$ cat src/rtl/dut_cmd_master.sv
// Command sequencer for the 8-entry 1-bit dut write/read interface: command FIFO -> in-order issue -> response FIFO.
// Optional head-of-line watchdog enabled by defining DUT_CMD_MASTER_WATCHDOG_EN.
module dut_cmd_master #(
  parameter int CMD_DEPTH = 4,
  parameter int RSP_DEPTH = 4,
  parameter int TIMEOUT   = 255
) (
  input  logic       CLK,
  input  logic       RST,
  input  logic       cmd_valid,
  output logic       cmd_ready,
  input  logic       cmd_op,
  input  logic [2:0] cmd_addr,
  input  logic       cmd_data,
  output logic       rsp_valid,
  input  logic       rsp_ready,
  output logic [2:0] rsp_addr,
  output logic       rsp_data,
  output logic [2:0] write_address,
  output logic       write_data,
  output logic       write_en,
  input  logic       write_rdy,
  output logic [2:0] read_address,
  output logic       read_en,
  input  logic       read_data,
  input  logic       read_rdy,
  output logic       busy,
  output logic       err
);
  localparam int CAW = $clog2(CMD_DEPTH);
  localparam int RAW = $clog2(RSP_DEPTH);

  typedef enum logic [1:0] {IDLE, ISSUE, STALL} state_t;

  state_t           state_q, state_d;
  logic [CAW-1:0]   cmdWr_q, cmdRd_q;
  logic [CAW:0]     cmdCnt_q, cmdCnt_d;
  logic [RAW-1:0]   rspWr_q, rspRd_q;
  logic [RAW:0]     rspCnt_q, rspCnt_d;
  logic             cmdOpMem   [CMD_DEPTH];
  logic [2:0]       cmdAddrMem [CMD_DEPTH];
  logic             cmdDataMem [CMD_DEPTH];
  logic [2:0]       rspAddrMem [RSP_DEPTH];
  logic             rspDataMem [RSP_DEPTH];

  logic       headValid, headOp, headData, cmdFull, rspFull;
  logic [2:0] headAddr;
  logic       cmdPush, cmdPop, rspPush, rspPop, dropHead;

  assign headValid = (cmdCnt_q != '0);
  assign headOp    = cmdOpMem[cmdRd_q];
  assign headAddr  = cmdAddrMem[cmdRd_q];
  assign headData  = cmdDataMem[cmdRd_q];
  assign cmdFull   = (cmdCnt_q == (CAW+1)'(CMD_DEPTH));
  assign rspFull   = (rspCnt_q == (RAW+1)'(RSP_DEPTH));

  // Ready comes from the registered count only, so a full FIFO never accepts even while popping.
  assign cmd_ready = !RST && !cmdFull;
  assign cmdPush   = cmd_valid && cmd_ready;

  assign write_en      = (state_q == ISSUE) && headValid && !headOp && write_rdy;
  assign read_en       = (state_q == ISSUE) && headValid && headOp && read_rdy && !rspFull;
  assign write_address = (headValid && !headOp) ? headAddr : 3'd0;
  assign write_data    = headValid && !headOp && headData;
  assign read_address  = (headValid && headOp) ? headAddr : 3'd0;

  assign rsp_valid = (rspCnt_q != '0);
  assign rsp_addr  = rsp_valid ? rspAddrMem[rspRd_q] : 3'd0;
  assign rsp_data  = rsp_valid && rspDataMem[rspRd_q];
  assign busy      = headValid;

  assign cmdPop  = write_en || read_en || dropHead;
  assign rspPush = read_en;
  assign rspPop  = rsp_valid && rsp_ready;

`ifdef DUT_CMD_MASTER_WATCHDOG_EN
  localparam int WDW = $clog2(TIMEOUT + 1);
  logic [WDW-1:0] wd_q, wd_d;
  logic           err_q;
  logic           wdActive;

  assign wdActive = (state_q == ISSUE) || (state_q == STALL);
  assign dropHead = wdActive && !write_en && !read_en && (wd_q == WDW'(TIMEOUT));
  assign err      = err_q;

  always_comb begin
    wd_d = wd_q;
    if (write_en || read_en || dropHead) wd_d = '0;
    else if (wdActive)                   wd_d = wd_q + WDW'(1);
  end

  always_ff @(posedge CLK or posedge RST) begin
    if (RST) begin
      wd_q  <= '0;
      err_q <= 1'b0;
    end else begin
      wd_q <= wd_d;
      if (dropHead) err_q <= 1'b1;
    end
  end
`else
  assign dropHead = 1'b0;
  assign err      = 1'b0;
`endif

  always_comb begin
    cmdCnt_d = cmdCnt_q;
    if (cmdPush && !cmdPop)      cmdCnt_d = cmdCnt_q + (CAW+1)'(1);
    else if (!cmdPush && cmdPop) cmdCnt_d = cmdCnt_q - (CAW+1)'(1);
    rspCnt_d = rspCnt_q;
    if (rspPush && !rspPop)      rspCnt_d = rspCnt_q + (RAW+1)'(1);
    else if (!rspPush && rspPop) rspCnt_d = rspCnt_q - (RAW+1)'(1);
  end

  // Next state looks at the next count so a push into an empty FIFO can issue one cycle later.
  always_comb begin
    state_d = state_q;
    unique case (state_q)
      IDLE:    if (cmdCnt_d != '0) state_d = ISSUE;
      ISSUE: begin
        if (cmdCnt_d == '0)                     state_d = IDLE;
        else if (!cmdPop && headOp && rspFull)  state_d = STALL;
      end
      STALL: begin
        if (cmdCnt_d == '0)  state_d = IDLE;
        else if (!rspFull)   state_d = ISSUE;
      end
      default: state_d = IDLE;
    endcase
  end

  always_ff @(posedge CLK or posedge RST) begin
    if (RST) begin
      state_q  <= IDLE;
      cmdWr_q  <= '0;
      cmdRd_q  <= '0;
      cmdCnt_q <= '0;
      rspWr_q  <= '0;
      rspRd_q  <= '0;
      rspCnt_q <= '0;
    end else begin
      state_q  <= state_d;
      cmdCnt_q <= cmdCnt_d;
      rspCnt_q <= rspCnt_d;
      if (cmdPush) cmdWr_q <= cmdWr_q + CAW'(1);
      if (cmdPop)  cmdRd_q <= cmdRd_q + CAW'(1);
      if (rspPush) rspWr_q <= rspWr_q + RAW'(1);
      if (rspPop)  rspRd_q <= rspRd_q + RAW'(1);
    end
  end

  // Storage needs no reset; the occupancy counters decide what is valid.
  always_ff @(posedge CLK) begin
    if (cmdPush) begin
      cmdOpMem[cmdWr_q]   <= cmd_op;
      cmdAddrMem[cmdWr_q] <= cmd_addr;
      cmdDataMem[cmdWr_q] <= cmd_data;
    end
    if (rspPush) begin
      rspAddrMem[rspWr_q] <= read_address;
      rspDataMem[rspWr_q] <= read_data;
    end
  end
endmodule

$ cat config.mk
export PLATFORM = sky130hd
export DESIGN_NAME = dut_cmd_master
export DESIGN_NICKNAME = d
export VERILOG_FILES = /design/src/rtl/dut_cmd_master.sv
export SDC_FILE = /design/constraint.sdc
export NUM_CORES = 1
export LEC_CHECK = 0
export CAP_MARGIN = 20
export CORE_MARGIN = 2
export CORE_UTILIZATION = 55
export DETAILED_ROUTE_END_ITERATION = 7
export PLACE_DENSITY = 0.89
export SLEW_MARGIN = 25
export SYNTH_ARGS = -nofsm -noshare
export SYNTH_HDL_FRONTEND = slang
export SYNTH_SLANG_ARGS = --single-unit
$ cat constraint.sdc
create_clock -name CLK -period 6.75 [get_ports CLK]
set_clock_uncertainty 0.15 [all_clocks]
set_input_delay 1.6875 -clock CLK [delete_from_list [all_inputs] [get_ports CLK]]
set_output_delay 1.6875 -clock CLK [all_outputs]
set_load 0.02 [all_outputs]
* Word level (Yosys, flattened, before mapping) *
Memory sizes are Yosys's and may differ from the RTL's.
Cells that the tools add are included.
W data, S select, Z words.

storage, ports and cells
  bits in registers = 16
  input port bits = 12
  output and inout bits = 17
  bits in writable memories = 36
  logic and storage cells = 79
  memories kept = 5

memory list
  name        depth  bits a word  read ports  clocked after memory_dff  write ports  line  text
  cmdAddrMem  4      3            1           0                         1            41    logic [2:0] cmdAddrMem [CMD_DEPTH];
  rspAddrMem  4      3            1           0                         1            43    logic [2:0] rspAddrMem [RSP_DEPTH];
  cmdDataMem  4      1            1           0                         1            42    logic cmdDataMem [CMD_DEPTH];
  cmdOpMem    4      1            1           0                         1            40    logic cmdOpMem [CMD_DEPTH];
  rspDataMem  4      1            1           0                         1            44    logic rspDataMem [RSP_DEPTH];

operators by class
  reduce and logical (&&, ||, !) cells = 35
  muxes and demuxes = 17
  equal/unequal tests = 7
  add/sub/neg operators = 8

operators with widths
  operator               count
  $mux W3                7
  $logic_and A1 B1 Y1    19
  $mux W2                5
  $reduce_bool A3 Y1     3
  $add A2 B1 Y2 const B  4
  $logic_not A1 Y1       8
  $add A3 B1 Y3 const B  2
  $eq A3 B3 Y1 const B   2
  $pmux W2 S3            1
  $sub A3 B1 Y3 const B  2
  $mux W1                4
  $logic_not A3 Y1       1
  $ne A3 B1 Y1 const B   1
  $ne A3 B3 Y1 const B   1
  $reduce_and A3 Y1      1
  $eq A2 B1 Y1 const B   1
  $eq A2 B2 Y1 const B   1
  $logic_not A2 Y1       1
  $ne A2 B2 Y1 const B   1
  $reduce_bool A2 Y1     1
  $logic_or A1 B1 Y1     1

* Logic depth before layout (Yosys ltp) *
Gate-level depths: netlist of run 1.

  depth in word-level cells = 12
  mapped depth = 12
  gate-level depth less buffers = 11

* Least setup slack after synthesis of run 1 *
OpenSTA, ideal clock, no wires.

  kind = input-to-output
  start = input read_rdy
  end = output read_en
  data arrival time = 2,303 ps
  setup slack = 2,610 ps
  buffers on the path = 0
  stages = 2
  data required time = 4,912 ps
  cells stage by stage = nand3_1 nor3b_2

between the ends
  cells in the longest elaborated chain, start to end = 2

RTL lines
  element                            line  text
  from (decl)                        26    input logic read_rdy,
  $logic_and A1 B1 Y1 (2 in series)  62    assign read_en = (state_q == ISSUE) && headValid && headOp && read_rdy && !rspFull;
  to (decl)                          24    output logic read_en,

Every way passes these cells.

* Worst setup path in the final report of run 1 *
Same ends and word-level chain as after synthesis.

==> summary.md, run 1 <==
| Metric | Value |
|---|---|
| Vias in the first global route | `approximately 1,400` |
| Cts hold-fix bufs | `0` |
| Max Transition Viols Final | `0` |
| Area grow syn2layout | `15.9%` |
| Worst-margin pin slew | `652 ps` |
| Wire per inst | `16.4 um` |
| R2R Setup Slk | `3710 ps` |
| Pre-antenna DRT Iters | `4` |
| Final hold violations | `0` |
| Period minus WS final | `5220 ps` |
| IO Port Bufs | `27` |
| Largest net degree at the start of global routing | `18` |
| Post-detail-place hpwl | `3150 um` |
| Syn_nets | `189` |
| CTS sink count | `52` |
| RSZ-0062 raised after global routing | `no` |
| Fmax | `around 0.19 GHz` |
| Peak fanout along the critical path | `9` |
| Die height | `71.0 um` |
| Worst Path Required | `4910 ps` |
| P_leak | `about 1.1 nW` |
| Post-route DRC violation count | `0` |
| Site row count | `24` |
| Total gr overflow | `0` |
| CP startpoint | `read_rdy` |
| Clock Latency Late Sink | `300 ps` |
| Async S/R FF share, synth | `30.8%` |
| Share of layout cells above drive strength 1 | `11.9%` |
| Post-Place Cell Area | `approximately 0.0028 mm2` |
| First-pass GRT wire length | `6720 um` |
| Final core utilization | `66.1%` |
| Worst r2r src | `cmdCnt_q[0]$_DFF_PP0_` |
| Leading cell type in the layout, fill and taps excluded | `edfxtp_1` |
| Slowest stage delay, CP | `700 ps` |
| Sequential element share of the synthesized area | `60.0%` |
| Synthesized area per cell | `15.0 um2` |
| Status | `finished, final reports clean` |
| Diodes inserted | `0` |
| PwrDens | `448 mW/mm2` |
| Max-slew headroom | `between 50% and 60%` |
| WHS Path Cells | `1` |
| CP Capture Type | `output port` |
| DR iter-0 viols | `81` |
| Most frequent cells in the layout | `36 x edfxtp_1, 27 x clkdlybuf4s50_1, 16 x dfrtp_1` |
| GRT Resource Usage Total | `17.5%` |
| CP cell instances | `clkdlybuf4s50_1 -> nand3_1 -> nor3b_2 -> clkdlybuf4s50_1` |
| Worst path slowest cell | `clkdlybuf4s50_1` |
| Final WL | `4030 um` |
| CTS root buf | `clkbuf_8` |
| Core area | `0.00432 mm2` |
| MaxCap Viol Count | `0` |
| Design Area, Final | `between 0.002 and 0.003 mm2` |
| Vias after detailed routing | `approximately 1,300` |
| CP bufs+invs | `2` |
| Hold Crit Endpoint | `state_q[0]$_DFFE_PP0P_` |
| CTS Buffer Depth | `2` |
| Area of the mapped netlist | `0.00247 mm2` |
| Critical Path AT | `3380 ps` |
| Mapped Cells | `164` |
| Post-CTS setup buffers | `0` |
| Starting Density | `a little under three fifths` |
| Die ar. | `0.00504 mm2` |
| Initial antenna violation count | `0` |
| Final ANT Viol Nets | `0` |
| Fin crit share | `roughly 77%` |
| Post_cts resized | `0` |
| Worst path most repeated cell | `clkdlybuf4s50_1` |
| Setup CP Type | `in -> out` |
| # setup viols final | `0` |
| Reg2Reg Depth | `11` |
| CTS tree | `done` |
| Final-stage net count | `217` |
| Hold Crit Class | `reg -> reg` |
| Ys flop type | `edfxtp_1` |
| Cell family contributing the most delay on the critical path | `buffers and inverters` |
| Clk slew on worst S/H paths | `about 90 ps` |
| Post-Route Setup TNS | `0 ps` |
| Crit path launch type | `primary input` |
| FF-to-FF End | `rspCnt_q[2]$_DFFE_PP0P_` |
| Post-synth cell types | `38` |
| GP Congestion | `approximately 0.80` |
| Vias per std cell | `5.49` |
| I/O pin total | `29` |
| TritonCTS buffer count | `5` |
| Peak supply drop | `0.203 mV` |
| Post-synth EDFFs | `36` |
| Min-delay src | `state_q[0]$_DFFE_PP0P_` |
| Die X | `~70 um` |
| Synth warn | `0` |
| H-tree Lvls | `2` |
| #FFs+latches synth | `52` |
worst max path at each step:
stage | to | cells after the start
after global placement | read_en | 4
after detailed placement | read_en | 4
after global routing | read_en | 4
after floorplan | read_en | 2
final | read_en | 4
after CTS | read_en | 4
logic make-up (layout without fill, tap and decap cells):
family | count (synthesis) | count (layout) | synth area share [%]
xor gates and xnor gates | 13 | 13 | 4.61
adders and majority gates | 15 | 15 | 7.71
other | 1 | 1 | 0.152
muxes | 14 | 14 | 11.4
buffers and inverters | 14 | 43 | 2.59
AOI/OAI and AO/OA | 9 | 9 | 2.38
and+or+nand+nor | 46 | 46 | 11.1
DFF | 52 | 52 | 60.0
cells in the mapped netlist (5+ instances only):
cell type  number  area, um2
edfxtp_1       36       1080
dfrtp_1        16        400
xnor2_1         9       78.8
mux4_2          5        113
nand2_1         5       18.8
inv_1           8       30.0
and3_1          5       31.3
ha_1           12        150
and2_1         13       81.3
final cells by class:
| type | instances | area, um2 |
|---|---|---|
| multi-input combinational | 98 | 922 |
| tap | 52 | 65.1 |
| fill | 305 | 1460 |
| inverter | 8 | 30.0 |
| clock inverter | 3 | 22.5 |
| sequential | 52 | 1480 |
| timing repair buffer | 27 | 270 |
| clock buffer | 5 | 68.8 |
metrics by stage:
stage	worst slack (ps)	total power (W)	std cells	hold slack [ps]
finish	1530	0.00128	245	352
CTS	1530	0.00130	245	351
detailed placement	1530	0.00112	237	339
global route	1420	0.00137	245	361
global placement	1590	0.00108	237	317
floorplan	2610	0.000925	164	301
flip-flops by register name (all words and copies together), names as in the netlist:
signal / cells
cmdAddrMem: 12
rspAddrMem: 12
cmdDataMem: 4
cmdOpMem: 4
rspDataMem: 4
cmdCnt_q: 3
rspCnt_q: 3
cmdRd_q: 2
cmdWr_q: 2
rspRd_q: 2
rspWr_q: 2
state_q: 2
power breakdown:
part,switching [W],total (W),internal [W]
logic,0.000295,0.000599,0.000304
registers,0.0000759,0.000509,0.000433
clock network,0.0000989,0.000173,0.0000743
total,0.000470,0.00128,0.000811
layer usage:
layer  track usage [%]  share of wire, %  vias to the layer above
li1                  -                 -                      648
met1              20.5                40                      662
met2              32.2                56                       30
met3              4.70               3.9                        4
met4              3.77              0.57                        0
met5                 0                 0                        -
Power figures use the tool's default switching activity.
==> run 2: changes to the inputs <==
- CORE_UTILIZATION: 55 -> 50
- PLACE_DENSITY: 0.89 -> 0.85
- clock period: 6.75 -> 4.24 ns (I/O delays scaled with it)
==> summary.md, run 2 (synthesized netlist as in run 1, its figures left out) <==
| Metric | Value |
|---|---|
| Worst-margin pin slew | `636 ps (-15.8 ps)` |
| RSZ-0062 raised after global routing | `no` |
| Cell family contributing the most delay on the critical path | `multiplexers` |
| MaxCap Viol Count | `0 (unchanged)` |
| Hold Crit Class | `reg -> reg` |
| Peak fanout along the critical path | `9 (unchanged)` |
| CP Capture Type | `output port` |
| Final-stage net count | `219 (+0.92%)` |
| First-pass GRT wire length | `6310 um (-6.1%)` |
| Post-Route Setup TNS | `0 ps (unchanged)` |
| Post-route DRC violation count | `0 (unchanged)` |
| Core area | `0.00475 mm2 (+10%)` |
| DP Worst Slack | `583 ps (-947 ps)` |
| CP cell instances | `mux4_2 -> and2b_2 -> and2_1 -> clkdlybuf4s50_1` |
| # setup viols final | `0 (unchanged)` |
| Crit path launch type | `register` |
| P_leak | `1.11 nW (+2.3%)` |
| Final WL | `3720 um (-7.7%)` |
| CTS sink count | `52 (unchanged)` |
| Share of layout cells above drive strength 1 | `12.3% (+0.39 points)` |
| GP Congestion | `0.840 (+4.5%)` |
| TritonCTS buffer count | `5 (unchanged)` |
| Fin crit share | `88.5%` |
| Final hold violations | `0 (unchanged)` |
| Fmax | `around 0.27 GHz` |
| Worst Hold Slack | `372 ps (+20.5 ps)` |
| Largest net degree at the start of global routing | `17 (-1)` |
| Die ar. | `0.00551 mm2 (+9.4%)` |
| Top Registers | `cmdAddrMem x12, rspAddrMem x12` |
| Post-CTS setup buffers | `0 (unchanged)` |
| CP bufs+invs | `1 (-1)` |
| Status | `finished, final reports clean` |
| Diodes inserted | `0 (unchanged)` |
| Post-detail-place hpwl | `2850 um (-9.5%)` |
| Worst path slowest cell | `mux4_2` |
| Critical Path AT | `2540 ps (-840 ps)` |
| I/O pin total | `29 (unchanged)` |
| CTS Buffer Depth | `2 (unchanged)` |
| Wire per inst | `14.2 um (-14%)` |
| Die X | `74.2 um (+4.6%)` |
| H-tree Lvls | `2 (unchanged)` |
| Vias in the first global route | `1,375 (-0.79%)` |
| Site row count | `25 (+4.2%)` |
| Period minus WS final | `3750 ps` |
| DR iter-0 viols | `114 (+41%)` |
| Clk slew on worst S/H paths | `80 ps (about the same)` |
| Peak supply drop | `0.301 mV (+48%)` |
| Pre-antenna DRT Iters | `4 (unchanged)` |
| Die height | `74.2 um (+4.6%)` |
| Max-slew headroom | `57.5% (+1.1 points)` |
| Setup CP Type | `reg -> out` |
| Clock Latency Late Sink | `290 ps (about the same)` |
| Final core utilization | `61.6% (-4.5 points)` |
| CTS root buf | `clkbuf_8` |
| Most frequent cells in the layout | `36 x edfxtp_1, 27 x clkdlybuf4s50_1, 16 x dfrtp_1` |
| Power, Total | `0.00211 W (+65%)` |
| Post_cts resized | `0 (unchanged)` |
| Total gr overflow | `0 (unchanged)` |
| Worst Path Required | `3030 ps (-1880 ps)` |
| Fin worst setup slack | `489 ps (-1040 ps)` |
| PwrDens | `720 mW/mm2 (+61%)` |
| IO Port Bufs | `27 (unchanged)` |
| Max Transition Viols Final | `0 (unchanged)` |
| Vias after detailed routing | `1,318 (-1.9%)` |
| Leading cell type in the layout, fill and taps excluded | `edfxtp_1` |
| Starting Density | `51.9% (-5.2 points)` |
| Vias per std cell | `5.03 (-8.3%)` |
| Area grow syn2layout | `18.8%` |
| Slowest stage delay, CP | `690 ps (about the same)` |
| Cts hold-fix bufs | `0 (unchanged)` |
| GRT Resource Usage Total | `15.4% (-2.1 points)` |
| Initial antenna violation count | `0 (unchanged)` |
| Final ANT Viol Nets | `0 (unchanged)` |
| Fillers | `368 (+21%)` |
| CTS tree | `done` |
-- run 2: through the flow --
step | std cells | instance area [um2]
2_1_floorplan | 164 | 2470
3_3_place_gp | 254 | 2800
3_5_place_dp | 254 | 2800
4_1_cts | 262 | 2930
5_1_grt | 262 | 2930
6_report | 262 | 2930
-- run 2: final cells by class --
cell class	instances	area [um2]	area share, %
Clock buffer	7	97.6	3.33
Clock inverter	1	30.0	1.02
Inverter	8	30.0	1.02
Multi-Input combinational cell	98	922	31.5
Sequential cell	52	1480	50.6
Tap cell	67	83.8	2.86
Timing Repair Buffer	29	285	9.74
-- run 2: metal layers --
metal / vias up / share of wire, % / track usage, % / wire (um)
li1: 652 / - / - / -
met1: 637 / 44 / 18.5 / 1620
met2: 27 / 52 / 27.7 / 1950
met3: 2 / 3.4 / 4.20 / 127
met4: 0 / 0.51 / 3.57 / 19
met5: - / 0 / 0 / 0
-- run 2: final timing paths --
| check | depth (start not counted) | slack [ps] | start | endpoint |
|---|---|---|---|---|
| hold reg to reg | 1 | 370 | state_q[0]$_DFFE_PP0P_ | state_q[0]$_DFFE_PP0P_ |
| max in group asynchronous | 2 | 2510 | RST | rspWr_q[0]$_DFFE_PP0P_ |
| hold / removal | 1 | 370 | state_q[0]$_DFFE_PP0P_ | state_q[0]$_DFFE_PP0P_ |
| min in group asynchronous | 2 | 1020 | RST | cmdRd_q[1]$_DFFE_PP0P_ |
| setup reg to reg | 7 | 1390 | cmdRd_q[0]$_DFFE_PP0P_ | rspCnt_q[1]$_DFFE_PP0P_ |
| setup / recovery | 4 | 490 | cmdRd_q[0]$_DFFE_PP0P_ | write_data |
-- run 2: worst register-to-register path, delay by kind of cell, from the launching register on --
| family | cells | cell delay, ps |
|---|---|---|
| adders and majority gates | 2 | 630 |
| and+or+nand+nor | 1 | 210 |
| muxes | 2 | 950 |
| buffers and inverters | 2 | 250 |
| DFF | 1 | 560 |
-- run 2: power by group --
part / internal, W / total, W / switching [W] / leakage [nW]
Sequential: 0.000690 / 0.000809 / 0.000120 / 0.516
Clock: 0.000212 / 0.000361 / 0.000149 / 0.0636
Combinational: 0.000485 / 0.000939 / 0.000454 / 0.533
